==> config.mk <==
export PLATFORM = sky130hd
export DESIGN_NAME = paddle_array_ctrl
export DESIGN_NICKNAME = d
export VERILOG_FILES = /design/src/rtl/pong_pkg.sv /design/src/rtl/paddle_unit.sv /design/src/rtl/paddle_array_ctrl.sv
export SDC_FILE = /design/constraint.sdc
export NUM_CORES = 1
export LEC_CHECK = 0
export CAP_MARGIN = 20
export CORE_ASPECT_RATIO = 0.6
export CORE_MARGIN = 5
export CORE_UTILIZATION = 50
export DETAILED_ROUTE_END_ITERATION = 10
export PLACE_DENSITY = 0.75
export SLEW_MARGIN = 20
export SYNTH_ARGS = -nofsm -noshare
export SYNTH_HDL_FRONTEND = slang
export SYNTH_SLANG_ARGS = --single-unit
==> constraint.sdc <==
create_clock -name i_Clk -period 3.4 [get_ports i_Clk]
set_input_delay 0.68 -clock i_Clk [delete_from_list [all_inputs] [get_ports i_Clk]]
set_output_delay 0.68 -clock i_Clk [all_outputs]
set_load 0.01 [all_outputs]
==> src/rtl/pong_pkg.sv <==
// Shared definitions for the paddle array: game state encoding, the
// derived paddle row limits and the paddle column placement function.
package pong_pkg;

  // Game flow states; the numeric values are visible on o_State.
  typedef enum logic [1:0] {
    ST_IDLE  = 2'd0,
    ST_READY = 2'd1,
    ST_PLAY  = 2'd2
  } game_state_t;

  // Row at which every paddle rests outside of play.
  function automatic int centre_row(input int v_active, input int paddle_h);
    return (v_active - paddle_h) / 2;
  endfunction

  // Lowest legal paddle top row (paddle bottom touches the last visible row).
  function automatic int max_row(input int v_active, input int paddle_h);
    return v_active - paddle_h;
  endfunction

  // Left column of paddle k; paddles are spread evenly from the left margin
  // to the mirrored right margin, a single paddle sits at the left margin.
  function automatic int paddle_col(input int k, input int num_paddles,
                                    input int h_active, input int x_margin,
                                    input int paddle_w);
    if (num_paddles <= 1) begin
      return x_margin;
    end
    return x_margin + k * ((h_active - 2 * x_margin - paddle_w) / (num_paddles - 1));
  endfunction

endpackage

==> src/rtl/paddle_unit.sv <==
// One paddle: vertical position register with manual/auto motion and
// saturation, plus the per-pixel hit test and its registered draw bit.
module paddle_unit
  import pong_pkg::*;
#(
  parameter int HMAX     = 800,
  parameter int VMAX     = 525,
  parameter int H_ACTIVE = 640,
  parameter int V_ACTIVE = 480,
  parameter int PADDLE_H = 64,
  parameter int PADDLE_W = 8,
  parameter int STEP     = 4,
  parameter int X_POS    = 16,
  parameter int HW       = $clog2(HMAX),
  parameter int VCW      = $clog2(VMAX),
  parameter int VW       = $clog2(V_ACTIVE)
) (
  input  logic           i_Clk,
  input  logic           i_Reset_n,
  input  logic [HW-1:0]  h_count,
  input  logic [VCW-1:0] v_count,
  input  logic           up,
  input  logic           down,
  input  logic           auto_mode,
  input  logic [VW-1:0]  ball_y,
  input  logic           hold_centre,
  input  logic           move_en,
  output logic [VW-1:0]  v_pos,
  output logic           hit,
  output logic           draw
);

  // Two spare bits: one sign bit plus headroom so pos +/- STEP never wraps.
  localparam int SW = VW + 2;

  localparam logic [VW-1:0]        CENTRE_V = VW'(centre_row(V_ACTIVE, PADDLE_H));
  localparam logic signed [SW-1:0] MAX_S    = SW'(max_row(V_ACTIVE, PADDLE_H));
  localparam logic signed [SW-1:0] STEP_S   = SW'(STEP);
  localparam logic signed [SW-1:0] NSTEP_S  = -SW'(STEP);
  localparam logic signed [SW-1:0] HALF_S   = SW'(PADDLE_H / 2);
  localparam logic signed [SW-1:0] ZERO_S   = '0;

  localparam logic [HW:0]  X_LO    = (HW + 1)'(X_POS);
  localparam logic [HW:0]  X_HI    = (HW + 1)'(X_POS + PADDLE_W);
  localparam logic [HW-1:0] H_VIS  = HW'(H_ACTIVE);
  localparam logic [VCW-1:0] V_VIS = VCW'(V_ACTIVE);

  logic [VW-1:0]        v_pos_reg;
  logic [VW-1:0]        v_pos_next;
  logic signed [SW-1:0] pos_s;
  logic signed [SW-1:0] target_s;
  logic signed [SW-1:0] diff_s;
  logic signed [SW-1:0] moved_s;
  logic                 draw_reg;
  logic                 hit_next;

  assign pos_s    = $signed({2'b00, v_pos_reg});
  assign target_s = $signed({2'b00, ball_y}) - HALF_S;
  assign diff_s   = target_s - pos_s;

  // Candidate next row: one STEP of motion, then clamp into the legal range.
  always_comb begin
    moved_s = pos_s;
    if (auto_mode) begin
      if (diff_s >= STEP_S) begin
        moved_s = pos_s + STEP_S;
      end else if (diff_s <= NSTEP_S) begin
        moved_s = pos_s - STEP_S;
      end
    end else if (up && !down) begin
      moved_s = pos_s - STEP_S;
    end else if (down && !up) begin
      moved_s = pos_s + STEP_S;
    end

    if (moved_s < ZERO_S) begin
      v_pos_next = '0;
    end else if (moved_s > MAX_S) begin
      v_pos_next = MAX_S[VW-1:0];
    end else begin
      v_pos_next = moved_s[VW-1:0];
    end
  end

  // Position register: parked at centre outside play, steps on frame ticks.
  always_ff @(posedge i_Clk or negedge i_Reset_n) begin
    if (!i_Reset_n) begin
      v_pos_reg <= CENTRE_V;
    end else if (hold_centre) begin
      v_pos_reg <= CENTRE_V;
    end else if (move_en) begin
      v_pos_reg <= v_pos_next;
    end
  end

  // Pixel hit test against the current position, masked to the visible area.
  always_comb begin
    logic [HW:0]  h_ext;
    logic [VCW:0] v_ext;
    logic [VCW:0] v_top;
    logic [VCW:0] v_bot;
    h_ext    = {1'b0, h_count};
    v_ext    = {1'b0, v_count};
    v_top    = (VCW + 1)'(v_pos_reg);
    v_bot    = v_top + (VCW + 1)'(PADDLE_H);
    hit_next = (h_count < H_VIS) && (v_count < V_VIS) &&
               (h_ext >= X_LO) && (h_ext < X_HI) &&
               (v_ext >= v_top) && (v_ext < v_bot);
  end

  // Draw bit lags the counts by one cycle.
  always_ff @(posedge i_Clk or negedge i_Reset_n) begin
    if (!i_Reset_n) begin
      draw_reg <= 1'b0;
    end else begin
      draw_reg <= hit_next;
    end
  end

  assign v_pos = v_pos_reg;
  assign hit   = hit_next;
  assign draw  = draw_reg;

endmodule

==> src/rtl/paddle_array_ctrl.sv <==
// Paddle array controller: game-flow FSM, frame tick detection and a
// generated row of paddle units sharing the frame counter and ball row.
module paddle_array_ctrl
  import pong_pkg::*;
#(
  parameter int NUM_PADDLES = 2,
  parameter int HMAX        = 800,
  parameter int VMAX        = 525,
  parameter int H_ACTIVE    = 640,
  parameter int V_ACTIVE    = 480,
  parameter int PADDLE_H    = 64,
  parameter int PADDLE_W    = 8,
  parameter int X_MARGIN    = 16,
  parameter int STEP        = 4
) (
  input  logic                                   i_Clk,
  input  logic                                   i_Reset_n,
  input  logic [$clog2(HMAX)-1:0]                i_H_count,
  input  logic [$clog2(VMAX)-1:0]                i_V_count,
  input  logic [NUM_PADDLES-1:0]                 i_Up,
  input  logic [NUM_PADDLES-1:0]                 i_Down,
  input  logic [NUM_PADDLES-1:0]                 i_Auto,
  input  logic [$clog2(V_ACTIVE)-1:0]            i_Ball_Y,
  input  logic                                   i_Ready,
  input  logic                                   i_Start,
  input  logic                                   i_Game_Over,
  output logic [NUM_PADDLES-1:0]                 o_Draw_Paddle,
  output logic                                   o_Draw_Any,
  output logic [NUM_PADDLES*$clog2(V_ACTIVE)-1:0] o_V_pos,
  output logic [1:0]                             o_State
);

  localparam int HW  = $clog2(HMAX);
  localparam int VCW = $clog2(VMAX);
  localparam int VW  = $clog2(V_ACTIVE);

  localparam logic [VCW-1:0] TICK_ROW = VCW'(V_ACTIVE);

  game_state_t state_reg;
  game_state_t state_next;

  logic                   frame_tick;
  logic                   hold_centre;
  logic                   move_en;
  logic                   draw_any_reg;
  logic [NUM_PADDLES-1:0] hit_w;
  logic [NUM_PADDLES-1:0] draw_w;
  logic [VW-1:0]          v_pos_w [NUM_PADDLES];

  // State register; reset drops straight back to IDLE.
  always_ff @(posedge i_Clk or negedge i_Reset_n) begin
    if (!i_Reset_n) begin
      state_reg <= ST_IDLE;
    end else begin
      state_reg <= state_next;
    end
  end

  // Next-state logic; game over wins from any state.
  always_comb begin
    state_next = state_reg;
    if (i_Game_Over) begin
      state_next = ST_IDLE;
    end else begin
      case (state_reg)
        ST_IDLE: begin
          if (i_Ready) state_next = ST_READY;
        end
        ST_READY: begin
          if (!i_Ready) begin
            state_next = ST_IDLE;
          end else if (i_Start) begin
            state_next = ST_PLAY;
          end
        end
        ST_PLAY: begin
          state_next = ST_PLAY;
        end
        default: begin
          state_next = ST_IDLE;
        end
      endcase
    end
  end

  // First blanking pixel of the frame: one-cycle tick per frame.
  assign frame_tick = (i_H_count == '0) && (i_V_count == TICK_ROW);

  // Centring follows the incoming state so positions snap back in the same
  // cycle o_State leaves PLAY; motion needs PLAY both now and next.
  assign hold_centre = (state_next != ST_PLAY);
  assign move_en     = frame_tick && (state_reg == ST_PLAY);

  for (genvar gi = 0; gi < NUM_PADDLES; gi++) begin : g_paddle
    paddle_unit #(
      .HMAX     (HMAX),
      .VMAX     (VMAX),
      .H_ACTIVE (H_ACTIVE),
      .V_ACTIVE (V_ACTIVE),
      .PADDLE_H (PADDLE_H),
      .PADDLE_W (PADDLE_W),
      .STEP     (STEP),
      .X_POS    (paddle_col(gi, NUM_PADDLES, H_ACTIVE, X_MARGIN, PADDLE_W)),
      .HW       (HW),
      .VCW      (VCW),
      .VW       (VW)
    ) u_paddle (
      .i_Clk       (i_Clk),
      .i_Reset_n   (i_Reset_n),
      .h_count     (i_H_count),
      .v_count     (i_V_count),
      .up          (i_Up[gi]),
      .down        (i_Down[gi]),
      .auto_mode   (i_Auto[gi]),
      .ball_y      (i_Ball_Y),
      .hold_centre (hold_centre),
      .move_en     (move_en),
      .v_pos       (v_pos_w[gi]),
      .hit         (hit_w[gi]),
      .draw        (draw_w[gi])
    );

    assign o_V_pos[gi*VW +: VW] = v_pos_w[gi];
  end

  // Combined draw flag registered from the same hit terms as the per-paddle bits.
  always_ff @(posedge i_Clk or negedge i_Reset_n) begin
    if (!i_Reset_n) begin
      draw_any_reg <= 1'b0;
    end else begin
      draw_any_reg <= |hit_w;
    end
  end

  assign o_Draw_Paddle = draw_w;
  assign o_Draw_Any    = draw_any_reg;
  assign o_State       = state_reg;

endmodule
==> flow_summary.toml, run 1 <==
[outcome]
outcome = "finished, violations left"
failed_checks = "negative setup slack"

[worst_setup_path]
crit_path_start_kind = "input port"
cp.arrival_ns = 3.82
critPathMaxFanout = 8
endpoint_kind = "register"
cp.required_ns = 3.58
crit_type = "input port to register"

[yosys]
async_reset_ff_share_pct = 100
synth_top_flop_cell = "dfrtp_1"
yosysSeqAreaShare_pct = 12.9
synthTopCellsByArea = "ha_1 15%, dfrtp_1 8.7%, dfstp_2 4.2%, a21oi_1 4.1%, xnor2_1 3.7%"
synth_area_um2 = 3750
yosys.area.top_type = "ha_1"
synth_cell_types = 77
synth-edff-count = 0
syn_area_per_cell_um2 = 7.63
synth-warning-count = 0
synthCells = 492
synth_top_area_share_pct = 15.3
synth_seq_cells = 19

[power_and_ir_drop]
p_sw_share_pct = 36.8
seq_power_share_pct = 22.4
p_total_uw = 1020
vdd_drop_max_uv = 190
p_leak_uw = 0.00246
cellInternalPower_uw = 645
p_per_area_nw_per_um2 = 175
p_sw_uw = 376
pwr-share-comb_pct = 52.8
pwr-share-clk_pct = 24.8

[route]
wire_per_inst_um = 20.9
drtAntennaViolNets = 0
viasPerCell = 6.60
dr.pass1.iters = 6
routed-via-count = 4878
wirelength_mm = 15.5
drc = 0
drt_iter0_drc = 593

[floorplan]
die-height_um = 77.1
pin_count = 63
die_w_um = 122
initial_core_util_pct = 51.5
die_area_um2 = 9400
core.rowCount = 24
core_area_um2 = 7300

[placed_design]
dpl.hpwl_mm = 10.9
dp_slack_ns = -1.04
portBuffers = 58
place.gp.congestion = 0.962

[cts]
cts_buffers = 3
cts.sinks = 19
clkTransAtPathRegs_ns = 0.06
h-tree-depth = 1
clock-root-buffer = "clkbuf_16"
clk_path_buf_depth = 2
cts_tree = "yes"
clock_latency_ns = 0.26
holdBufCountCts = 0

[cells_and_area]
diodes = 0
layout_commonest_cell = "buf_4"
syn_to_final_growth_pct = 55.1
largest_reg_flops = 14
fin_nets = 722
layout_common_cells = "99 x buf_4, 51 x clkdlybuf4s50_1, 33 x ha_1"
n_fill_cell = 500
ff_latch_area_um2 = 483
layout-drive-gt1-share_pct = 33.2
multi_input_area_um2 = 3640

[global_routing]
overflow = 0
grt_pass1_wl_mm = 23.4
grt_pass1_vias = 4594
top_usage_layer = "met2"
grtUsageTotal_pct = 30.2
grt_max_degree = 20
grt_use_met1_pct = 41.8
antenna_found_initial = 0
gr-usage-met2_pct = 48.1
met3_usage_pct = 4.85

[job]
drv_cap = 0

[timing]
max_freq_mhz = 275
setup_violations = 13
slew_viol_final = 0
fin_crit_sh_pct = 107
max-slew-margin-rel_pct = 40.9
period_needed_ns = 3.64
hold_slack_ns = 0.529
rsz0062_at_grt = "true"
final.setup.tns_ns = -1.21
hold_viol = 0
worst_pin_slew_ns = 0.884
finClkSkew_ns = 0.00533
layout_setup_ws_ns = -0.241

[worst_hold_path]
min_path_type = "register to register"
## per-layer routing
metal	routed length (um)	up-vias
li1	-	2156
met1	6480	2345
met2	7160	319
met3	1360	58
met4	464	0
met5	0	-
## layout make-up
type                    count  share of cell area [%]
clock buffers               3                    1.29
clock inverters             1                   0.129
inverters                  35                    2.64
multi-input cells         418                    62.4
flip-flops and latches     19                    8.29
well taps                 104                    2.23
repair buffers            159                    23.0
## Yosys cell counts, types with 10 or more instances
cell type,number
nor2_1,33
nand3_1,13
nand2b_1,15
o21a_1,10
ha_1,46
dfrtp_1,13
inv_1,35
o21ai_0,21
nor2b_1,17
nand2_1,31
nor3_1,12
a21oi_1,31
and3_1,10
xnor2_1,16
## through the flow
step                      util, %  std cells  instance area, um^2
after global routing         79.8        739                 5830
after CTS                    75.8        738                 5530
after floorplan                 -        496                 3930
final                        79.8        739                 5830
after detailed placement     71.0        728                 5180
after global placement       71.0        728                 5180
## power groups by stage
stage | Clock (uW) | Combinational [uW] | Sequential, uW
global placement | 0 | 414 | 232
global route | 267 | 572 | 229
finish | 253 | 540 | 229
CTS | 253 | 461 | 229
floorplan | 0 | 250 | 233
detailed placement | 0 | 427 | 233
## critical path, cell delays in order
cell,delay (ns)
buf_12,0.10
inv_12,0.03
ha_4,0.26
inv_4,0.04
ha_4,0.24
buf_4,0.14
buf_4,0.14
nor3b_1,0.31
a31oi_1,0.10
nand4_1,0.14
nand4bb_1,0.15
o31a_4,0.43
mux2_4,0.30
o31ai_4,0.20
nand2b_1,0.10
o221a_4,0.25
o31ai_2,0.21
## worst paths after layout
path	from	to	slack [ns]	cells past startpoint
min in group asynchronous	i_Reset_n	o_Draw_Any	0.93	1
worst min register to register	o_State[1]	o_State[0]	0.53	1
max in group asynchronous	i_Reset_n	g_paddle[1].u_paddle.v_pos[2]	1.93	1
worst min-delay path	o_State[1]	o_State[0]	0.53	1
worst max-delay path	i_Ball_Y[5]	g_paddle[0].u_paddle.v_pos[4]	-0.24	17
worst max register to register	g_paddle[0].u_paddle.v_pos[6]	g_paddle[0].u_paddle.v_pos[4]	-0.07	14
## timing repair
action	in CTS	in global routing
setup buffers	6	1
setup endpoints to repair	14	14
gates resized for setup	63	58
pin swaps	28	28
## logic make-up (layout without fill, tap and decap cells)
logic type	Yosys count	count (layout)	synth area share, %
AND/OR/NAND/NOR	177	177	26.0
AO/OA/AOI/OAI	167	167	33.1
buffers and inverters	59	198	7.13
adder cells (fa/ha/maj)	46	46	15.3
XOR/XNOR	20	20	4.66
flip-flops	19	19	12.9
multiplexers	3	3	0.866
other	1	5	0.0999
No activity file was read; power rests on OpenSTA's default activity.
==> inputs of run 2 (changes only) <==
--- a/config.mk
+++ b/config.mk
@@ -6,9 +6,10 @@
 export NUM_CORES = 1
 export LEC_CHECK = 0
 export CAP_MARGIN = 20
-export CORE_ASPECT_RATIO = 0.6
+export CORE_ASPECT_RATIO = 0.8
 export CORE_MARGIN = 5
 export CORE_UTILIZATION = 50
+export CTS_CLUSTER_DIAMETER = 100
 export DETAILED_ROUTE_END_ITERATION = 10
 export PLACE_DENSITY = 0.75
 export SLEW_MARGIN = 20
==> flow_summary.toml, run 2 (synthesized netlist as in run 1, its figures left out) <==
[outcome]
outcome = "finished, violations left"
failed_checks = "negative setup slack"

[placed_design]
place.gp.congestion = 0.910
dpl.hpwl_mm = 10.5
portBuffers = 58
place_inst = 712
dp_slack_ns = -1.03

[route]
routed-via-count = 4698
drtAntennaViolNets = 0
drc = 0
wire_per_inst_um = 19.9
viasPerCell = 6.45
dr.pass1.iters = 6
wirelength_mm = 14.5
drt_iter0_drc = 317

[floorplan]
initial_core_util_pct = 51.0
pin_count = 63
die_area_um2 = 9350
core_area_um2 = 7360
die-height_um = 87.5
die_w_um = 107
core.rowCount = 28

[cells_and_area]
largest_reg_flops = 14
fin_nets = 725
syn_to_final_growth_pct = 54.9
layout.cells.non_filler = 728
post-route-util_pct = 79.0
multi_input_area_um2 = 3630
ff_latch_area_um2 = 483
layout-drive-gt1-share_pct = 33.5
layout_commonest_cell = "buf_4"
n_fill_cell = 472
diodes = 0
layout_common_cells = "97 x buf_4, 51 x clkdlybuf4s50_1, 33 x ha_1"

[worst_setup_path]
slowest_delay_ns = 0.47
slowest_stage = "clkdlybuf4s50_1"
crit_chain = "clkdlybuf4s50_1 -> inv_2 -> ha_4 -> nor2b_4 -> buf_4 -> a2111oi_4 -> nand4bb_1 -> o31a_1 -> buf_6 -> a221oi_4 -> or3_1 -> nand3b_1 -> o221a_4 -> o31ai_2"
crit_type = "input port to register"
crit_path_start_kind = "input port"
critPathMaxFanout = 6
ff2ff_path_depth = 12
endpoint_kind = "register"
cp.required_ns = 3.58
cp.arrival_ns = 3.68

[cts]
clock_latency_ns = 0.27
holdBufCountCts = 0
cts.sinks = 19
cts_tree = "yes"
clkTransAtPathRegs_ns = 0.07
clock-root-buffer = "clkbuf_8"
cts_buffers = 3
clk_path_buf_depth = 2
h-tree-depth = 1

[timing]
layout_setup_ws_ns = -0.100
slew_viol_final = 0
finClkSkew_ns = 0.00113
worst_pin_slew_ns = 0.861
hold_slack_ns = 0.530
setup_violations = 9
period_needed_ns = 3.50
fin_crit_sh_pct = 103
max-slew-margin-rel_pct = 42.4
rsz0062_at_grt = "true"
hold_viol = 0
final.setup.tns_ns = -0.690
max_freq_mhz = 286

[global_routing]
grt_pass1_vias = 4430
antenna_found_initial = 0
grt_max_degree = 20
grtUsageTotal_pct = 28.0
overflow = 0
grt_pass1_wl_mm = 21.5

[power_and_ir_drop]
p_per_area_nw_per_um2 = 162
p_leak_uw = 0.00245
vdd_drop_max_uv = 190

[job]
drv_cap = 0

[worst_hold_path]
min_path_type = "register to register"
min_path_cells = 1
## run 2: power breakdown
group          internal (uW)  switching, uW
clock                   82.9           83.5
combinational            274            276
sequential               227           1.06
## run 2: final cells by class
class / instances / share of cell area [%]
multi-input combinational: 418 / 62.5
clock inverter: 1 / 0.129
sequential: 19 / 8.30
clock buffer: 3 / 0.710
inverter: 35 / 2.65
timing repair buffer: 162 / 23.8
tap: 90 / 1.94
## run 2: metal layers
| layer | share of wire [%] | vias to the layer above | track usage, % |
|---|---|---|---|
| met1 | 40 | 2222 | 36.7 |
| met2 | 48 | 253 | 49.5 |
| met5 | 0 | - | 0 |
| met3 | 7.7 | 71 | 2.52 |
| li1 | - | 2152 | - |
| met4 | 3.9 | 0 | 7.67 |
## run 2: per-stage QoR
step / power [uW] / cell area [um^2]
global route: 993 / 5820
finish: 945 / 5820
detailed placement: 663 / 5150
floorplan: 483 / 3930
CTS: 878 / 5500
global placement: 651 / 5150
## run 2: path summary, 6_finish.rpt
kind                                                    start                            end  slack [ns]
worst min-delay path                               o_State[1]                     o_State[0]        0.53
worst max register to register  g_paddle[1].u_paddle.v_pos[2]  g_paddle[1].u_paddle.v_pos[5]        0.06
worst min register to register                     o_State[1]                     o_State[0]        0.53
min in group asynchronous                           i_Reset_n  g_paddle[1].u_paddle.v_pos[8]        0.90
max in group asynchronous                           i_Reset_n  g_paddle[0].u_paddle.v_pos[5]        1.97
worst max-delay path                              i_Ball_Y[1]  g_paddle[0].u_paddle.v_pos[3]       -0.10
## run 2: critical path, delay by kind of cell
| kind | cells | cell delay (ns) |
|---|---|---|
| compound gates | 5 | 1.38 |
| buf+inv | 4 | 0.83 |
| simple gates | 4 | 0.57 |
| fa+ha+maj | 1 | 0.22 |
## run 2: what timing repair did
action	CTS	global route
setup endpoints to repair	14	14
gates resized for setup	66	56
hold endpoints to repair	0	0
setup buffers	7	6
pin swaps	29	26
